==> config.mk <==
export PLATFORM = sky130hd
export DESIGN_NAME = tick_generator
export DESIGN_NICKNAME = d
export VERILOG_FILES = /design/src/rtl/tick_generator.sv
export SDC_FILE = /design/constraint.sdc
export NUM_CORES = 1
export LEC_CHECK = 0
export ABC_AREA = 1
export BUFFER_PORTS_ARGS = -buffer_cell sky130_fd_sc_hd__buf_2
export CAP_MARGIN = 10
export CORE_MARGIN = 3
export CORE_UTILIZATION = 57
export DETAILED_ROUTE_END_ITERATION = 10
export PLACE_DENSITY = 0.85
export SLEW_MARGIN = 20
export SYNTH_ARGS = -nofsm -noshare
export SYNTH_HDL_FRONTEND = slang
export SYNTH_SLANG_ARGS = --single-unit
==> constraint.sdc <==
create_clock -name clk -period 2.4 [get_ports clk]
set_input_delay 0.12 -clock clk [delete_from_list [all_inputs] [get_ports clk]]
set_output_delay 0.12 -clock clk [all_outputs]
set_load 0.02 [all_outputs]
==> src/rtl/tick_generator.sv <==
// rtl/tick_generator.sv - multi-rate tick source: base divider plus cascaded tap stages
// Runtime divisor reloads go through a shadow register and take effect only at base wraps or on clear.
module tick_generator #(
  parameter int BASE_DIV  = 100000,
  parameter int CNT_W     = 17,
  parameter int NUM_TAPS  = 4,
  parameter int TAP_RATIO = 10
) (
  input  logic                clk,
  input  logic                reset,
  input  logic                enable,
  input  logic                clear,
  input  logic                div_load,
  input  logic [CNT_W-1:0]    div_value,
  output logic [NUM_TAPS-1:0] tick,
  output logic [CNT_W-1:0]    div_active,
  output logic                load_pending
);

  localparam int TAP_W = $clog2(TAP_RATIO);
  localparam logic [TAP_W-1:0] TAP_LAST  = TAP_W'(TAP_RATIO - 1);
  localparam logic [CNT_W-1:0] DIV_RESET = CNT_W'(BASE_DIV - 1);

  logic [CNT_W-1:0]    base_cnt_q, base_cnt_d;
  logic [TAP_W-1:0]    tap_cnt_q [NUM_TAPS];
  logic [TAP_W-1:0]    tap_cnt_d [NUM_TAPS];
  logic [NUM_TAPS-1:0] tick_q, tick_d;
  logic [CNT_W-1:0]    div_active_q, div_active_d;
  logic [CNT_W-1:0]    shadow_q, shadow_d;
  logic                load_pending_q, load_pending_d;
  logic [NUM_TAPS-1:0] wrap;
  logic                pending_any;
  logic                apply_div;

  always_comb begin
    wrap       = '0;
    base_cnt_d = base_cnt_q;
    tap_cnt_d  = tap_cnt_q;
    tap_cnt_d[0] = '0;

    if (clear) begin
      base_cnt_d = '0;
      for (int i = 1; i < NUM_TAPS; i++) tap_cnt_d[i] = '0;
    end else if (enable) begin
      wrap[0]    = (base_cnt_q == div_active_q);
      base_cnt_d = wrap[0] ? '0 : base_cnt_q + 1'b1;
      // Each tap only moves on its predecessor's wrap, so all taps fire coincidentally.
      for (int i = 1; i < NUM_TAPS; i++) begin
        if (wrap[i-1]) begin
          if (tap_cnt_q[i] == TAP_LAST) begin
            tap_cnt_d[i] = '0;
            wrap[i]      = 1'b1;
          end else begin
            tap_cnt_d[i] = tap_cnt_q[i] + 1'b1;
          end
        end
      end
    end

    tick_d = wrap;

    // A load in the same cycle as a wrap or clear is applied right away.
    shadow_d       = div_load ? div_value : shadow_q;
    pending_any    = div_load | load_pending_q;
    apply_div      = pending_any & (clear | wrap[0]);
    div_active_d   = apply_div ? shadow_d : div_active_q;
    load_pending_d = pending_any & ~apply_div;
  end

  always_ff @(posedge clk or negedge reset) begin
    if (!reset) begin
      base_cnt_q     <= '0;
      for (int i = 0; i < NUM_TAPS; i++) tap_cnt_q[i] <= '0;
      tick_q         <= '0;
      div_active_q   <= DIV_RESET;
      shadow_q       <= DIV_RESET;
      load_pending_q <= 1'b0;
    end else begin
      base_cnt_q     <= base_cnt_d;
      for (int i = 0; i < NUM_TAPS; i++) tap_cnt_q[i] <= tap_cnt_d[i];
      tick_q         <= tick_d;
      div_active_q   <= div_active_d;
      shadow_q       <= shadow_d;
      load_pending_q <= load_pending_d;
    end
  end

  assign tick         = tick_q;
  assign div_active   = div_active_q;
  assign load_pending = load_pending_q;

endmodule
-- Word-level counts from Yosys, hierarchy flattened
Index checks and enable logic that the tools add are counted.
- input bits: 22
- word-level logic and storage cells: 52
- output and inout bits: 22
- bits in registers: 68
- equality and inequality tests: 4
- multiplexer cells: 24
- $add $sub $neg: 4
- reduce and logical (&&, ||, !) cells: 7
- bitwise gates (word level): 5
- operators with widths (cell ; number):
    2-to-1 mux 17 bit ; 4
    2-to-1 mux 4 bit ; 8
    2-to-1 mux 12 bit ; 2
    adder 17 x 1 -> 17 bit, second input constant ; 1
    == test 17 bit ; 1
    adder 4 x 1 -> 4 bit, second input constant ; 3
    == test 4 bit, second input constant ; 3
    2-to-1 mux 1 bit ; 10
    nonzero test 2 bit ; 4
    AND reduction 2 bit ; 3
    bitwise AND 1 bit ; 2
    OR 1 bit ; 2
    inverter 1 bit ; 1

-- Logic depth before layout (Yosys ltp)
- depth in word-level cells: 15
- gate-level depth with buffers: 12
- depth with buffers taken out: 12

-- Worst setup path after synthesis
OpenSTA, ideal clock, no wires.
- path kind: register to register
- start point: register div_active_q[16] (netlist: div_active[16])
- end point: register div_active_q[11] (netlist: div_active[11])
- slack: 0.578 ns
- clock period less this slack: 1.822 ns
- arrival time: 1.704 ns
- data required time: 2.283 ns
- buffers on the path: 1
- setup time: 0.117 ns
- cell stages (with the launch flop): 13
- cell sequence: dfstp_2 > nand2_1 > inv_1 > nor2_1 > nor2_1 > nand2_1 > nor2_2 > nand3_2 > o21ai_4 > nand2_2 > buf_6 > nand2_1 > nand2_1
- cells in the longest elaborated chain, start to end: 5
- ends and longest elaborated chain (what ; RTL line ; RTL):
    start: declaration ; 28 ; logic [CNT_W-1:0] div_active_q, div_active_d;
    start signal: assignment ; 82 ; div_active_q <= div_active_d;
    == test 17 bit ; 45 ; wrap[0] = (base_cnt_q == div_active_q);
    2-to-1 mux 4 bit ; 44 ; end else if (enable) begin
    2-to-1 mux 4 bit ; 41 ; if (clear) begin
    OR 1 bit ; 65 ; apply_div = pending_any & (clear | wrap[0]);
    bitwise AND 1 bit ; 65 ;
No other way between the ends.
A chain may end at the register's enable or synchronous reset.

-- Final worst setup path
- start point: register div_active_q[1] (netlist: div_active[1])
- end point: register div_active_q[14] (netlist: div_active[14])
The elaborated chain is that of the path after synthesis.

==> flow_summary.json <==
{
  "sinks_on_clock_net": 68,
  "grt_start_max_net_pins": 36,
  "path_common_cell": "nand2_1",
  "power.ir.vdd_worst_mv": 0.399,
  "worst_ep_required_time_ns": 2.62,
  "synth_cell_types": 27,
  "first_pass_iteration_count_of_the_detailed_router": 4,
  "vias_post_dr": 2886,
  "seq_area_frac_synth": 0.513,
  "synth_compound_area_frac": 0.0219,
  "cts.reportedPaths.clkPinSlew_ns": 0.07,
  "via_count_of_the_first_global_routing_pass": 2919,
  "net_count_of_the_mapped_netlist": 457,
  "cts_buffers": 9,
  "gpl.final_weighted_congestion": 0.866,
  "power_report.internal_total_mw": 1.96,
  "initial_core_utilization": 0.601,
  "clock_insertion_delay_worst_skew_ns": 0.34,
  "postSynth.topFlopCell": "dfrtp_1",
  "drc": 0,
  "dpl-instance-area_um2": 3670,
  "first_iter_violations": 161,
  "tritoncts": "done",
  "maxCapViolCount": 0,
  "post-cts-setup-buffers": 0,
  "nets": 516,
  "drv_slew": 0,
  "place.port_buffers": 43,
  "synth_top_family_by_area": "simple AND/OR/NAND/NOR gates",
  "final_cell_area_um2": 3970,
  "leakage_nw": 2.03,
  "gr-usage-all-layers": 0.233,
  "grt_pass1_wl_um": 13100,
  "yosys-mux-area-fraction": 0,
  "dieHeight_um": 82.9,
  "seqPwrFrac": 0.495,
  "synthArstFlopShare": 1.00,
  "final.setup_skew_ns": 0.00967,
  "synthesis.area_per_instance_um2": 7.83,
  "io_pins": 44,
  "power.share.combinational": 0.158,
  "postRouteWirelength_um": 7350,
  "die_area_um2": 6870,
  "num_antenna_cells": 0,
  "crit_type": "reg -> reg",
  "area.growth.synth_to_final_pct": 17.8,
  "wire_per_inst_um": 13.0,
  "synth_fa_ha_area_frac": 0.0186,
  "grt_antenna_before_repair": 0,
  "power_density_nw_per_um2": 684,
  "clock.fmax_ghz": 0.483,
  "worst_path_dominant_cell_family": "simple AND/OR/NAND/NOR gates",
  "report.final.hold_viol_count": 0,
  "yosysWarningCount": 0,
  "crit_slowest_cell": "dfstp_2",
  "worst_slew_pin_tran_ns": 0.802,
  "min_path_type": "in -> reg",
  "synth_seq_cells": 68,
  "final_critical_path_required_period_ns": 2.07,
  "final_layout_size_suffix_gt1_frac": 0.182,
  "synth-edff-count": 0,
  "die_width_um": 82.9,
  "rsz_0062_raised_after_global_routing": "no",
  "core_um2": 5610,
  "placementRows": 27,
  "synthesis.instances": 430,
  "detail-route-antenna-nets": 0,
  "worst_hold_slack_ns": 0.0154,
  "swShare": 0.279,
  "clkPwrFrac": 0.347,
  "critical_path.cell_chain": "xnor2_1 -> nand3_1 -> nor2_2 -> nand3_2 -> o21ai_4 -> nand2_2 -> nand2_1 -> nand2_1",
  "critical_path.startpoint_type": "flop",
  "totalNegativeSetupSlack_ns": 0,
  "run_status": "complete, no violations",
  "data_arrival_time_of_the_critical_path_ns": 2.29,
  "critical_path.max_fanout": 17,
  "max_incr_delay_on_cp_ns": 0.57,
  "cts_htree_levels": 3,
  "post_synth_xor_area_fraction": 0.0468,
  "drt-vias-per-instance": 5.10,
  "post_synth_and_or_nand_nor_area_fraction": 0.338,
  "grt_overflow_total": 0,
  "max-slew-margin-rel": 0.465,
  "ctsRootBufferMaster": "clkbuf_8",
  "total_switching_power_mw": 0.758,
  "dp_hpwl_um": 5270,
  "crit_path_end_kind": "flop",
  "post_synth_instance_area_um2": 3370,
  "clk_path_buf_depth": 2,
  "setup_viol_count_final": 0,
  "critPathBufInv": 0,
  "final_min_period_over_clock_period": 0.863
}
==> cell usage after synthesis, drive strengths merged (4+ instances only) <==
cell	number	share of area
xnor2	10	0.026
nor3	14	0.021
nand3	35	0.053
buf	6	0.011
nand2	170	0.19
nand4	9	0.017
ha	5	0.019
dfrtp	48	0.36
nor2	45	0.052
dfstp	20	0.16
o21ai	6	0.012
xor2	8	0.021
clkbuf	4	0.0045
a21oi	4	0.0059
inv	40	0.045
==> stage by stage <==
stage                util  std cells  total power, mW  worst slack (ns)
floorplan               -        430             1.62             0.578
global placement    0.655        540             1.77             0.438
detailed placement  0.655        540             1.78             0.327
CTS                 0.708        566             2.74             0.317
global route        0.708        566             2.85            0.0935
finish              0.708        566             2.72             0.328
==> path summary, 6_finish.rpt <==
check                                     startpoint                         end  slack [ns]  depth (start not counted)
max                        div_active[1]$_DFFE_PN1P_  div_active[14]$_DFFE_PN0P_        0.33                          8
max reg2reg                div_active[1]$_DFFE_PN1P_  div_active[14]$_DFFE_PN0P_        0.33                          8
min in group asynchronous                      reset    tap_cnt_q[6]$_DFFE_PN0P_        0.41                          2
max in group asynchronous                      reset       shadow_q[7]$_DFF_PN1_        1.28                          3
min reg2reg                    shadow_q[4]$_DFF_PN1_       shadow_q[4]$_DFF_PN1_        0.48                          2
min                                     div_value[9]       shadow_q[9]$_DFF_PN1_        0.02                          3
==> sequential cells by signal, summed over array words and instances, names as in the netlist <==
name,count
tick,4
base_cnt_q,17
tap_cnt_q,12
shadow_q,17
div_active,17
load_pending,1
==> power by group through the flow <==
stage | logic, mW | clock network, mW | registers (mW)
4_1_cts | 0.433 | 0.960 | 1.34
3_5_place_dp | 0.420 | 0 | 1.36
2_1_floorplan | 0.218 | 0 | 1.40
5_1_grt | 0.485 | 1.01 | 1.36
3_3_place_gp | 0.408 | 0 | 1.36
6_report | 0.428 | 0.943 | 1.34
==> cell usage in the layout, fill, tap and decap left out <==
cell           Yosys  layout
nand2_1          169     169
dfrtp_1           48      48
buf_2              3      43
nor2_1            42      42
inv_1             37      37
nand3_1           34      34
dfstp_2           20      20
nor3_1            14      14
clkbuf_8           0      11
xnor2_1           10      10
dlygate4sd3_1      0      10
nand4_1            9       9
xor2_1             8       8
o21ai_0            5       5
ha_1               5       5
a21oi_1            4       4
buf_4              1       4
inv_2              3       3
nor2_2             3       3
clkbuf_1           4       3
clkinv_1           2       2
a31oi_1            2       2
nand3_2            1       1
o21ai_4            1       1
nand2_2            1       1
nor4_1             1       1
nor3b_1            1       1
bufinv_16          0       1
clkinv_2           0       1
buf_12             0       1
==> routing by layer <==
layer  track usage  vias up  routed length [um]
li1              -     1464                   -
met1         0.290     1355                3230
met2         0.395       53                3690
met3        0.0427       14                 288
met4         0.107        0                 140
met5             0        -                   0
==> worst register-to-register path, cell delays in order (launching register included) <==
cell and delay [ns]:
dfstp_2 0.57, xnor2_1 0.12, nand3_1 0.10, nor2_2 0.17, nand3_2 0.17, o21ai_4 0.32, nand2_2 0.29, nand2_1 0.16
nand2_1 0.07
==> layout make-up <==
class	count	area [um2]
Clock buffer	14	163
Clock inverter	2	35.0
Fill cell	457	1640
Inverter	42	158
Multi-Input combinational cell	310	1430
Sequential cell	68	1730
Tap cell	72	90.1
Timing Repair Buffer	58	365
==> logic make-up after synthesis <==
kind of cell | count (synthesis)
xor gates and xnor gates | 18
buffers and inverters | 52
DFF | 68
AOI/OAI and AO/OA | 12
adders and majority gates | 5
and+or+nand+nor | 275
==> timing repair <==
| item | 4_1_cts | 5_1_grt |
|---|---|---|
| setup endpoints to repair | 0 | 0 |
| hold buffers | 10 | 0 |
| resized for setup | 0 | 0 |
| hold endpoints to repair | 40 | 0 |
Power figures use the tool's default switching activity.
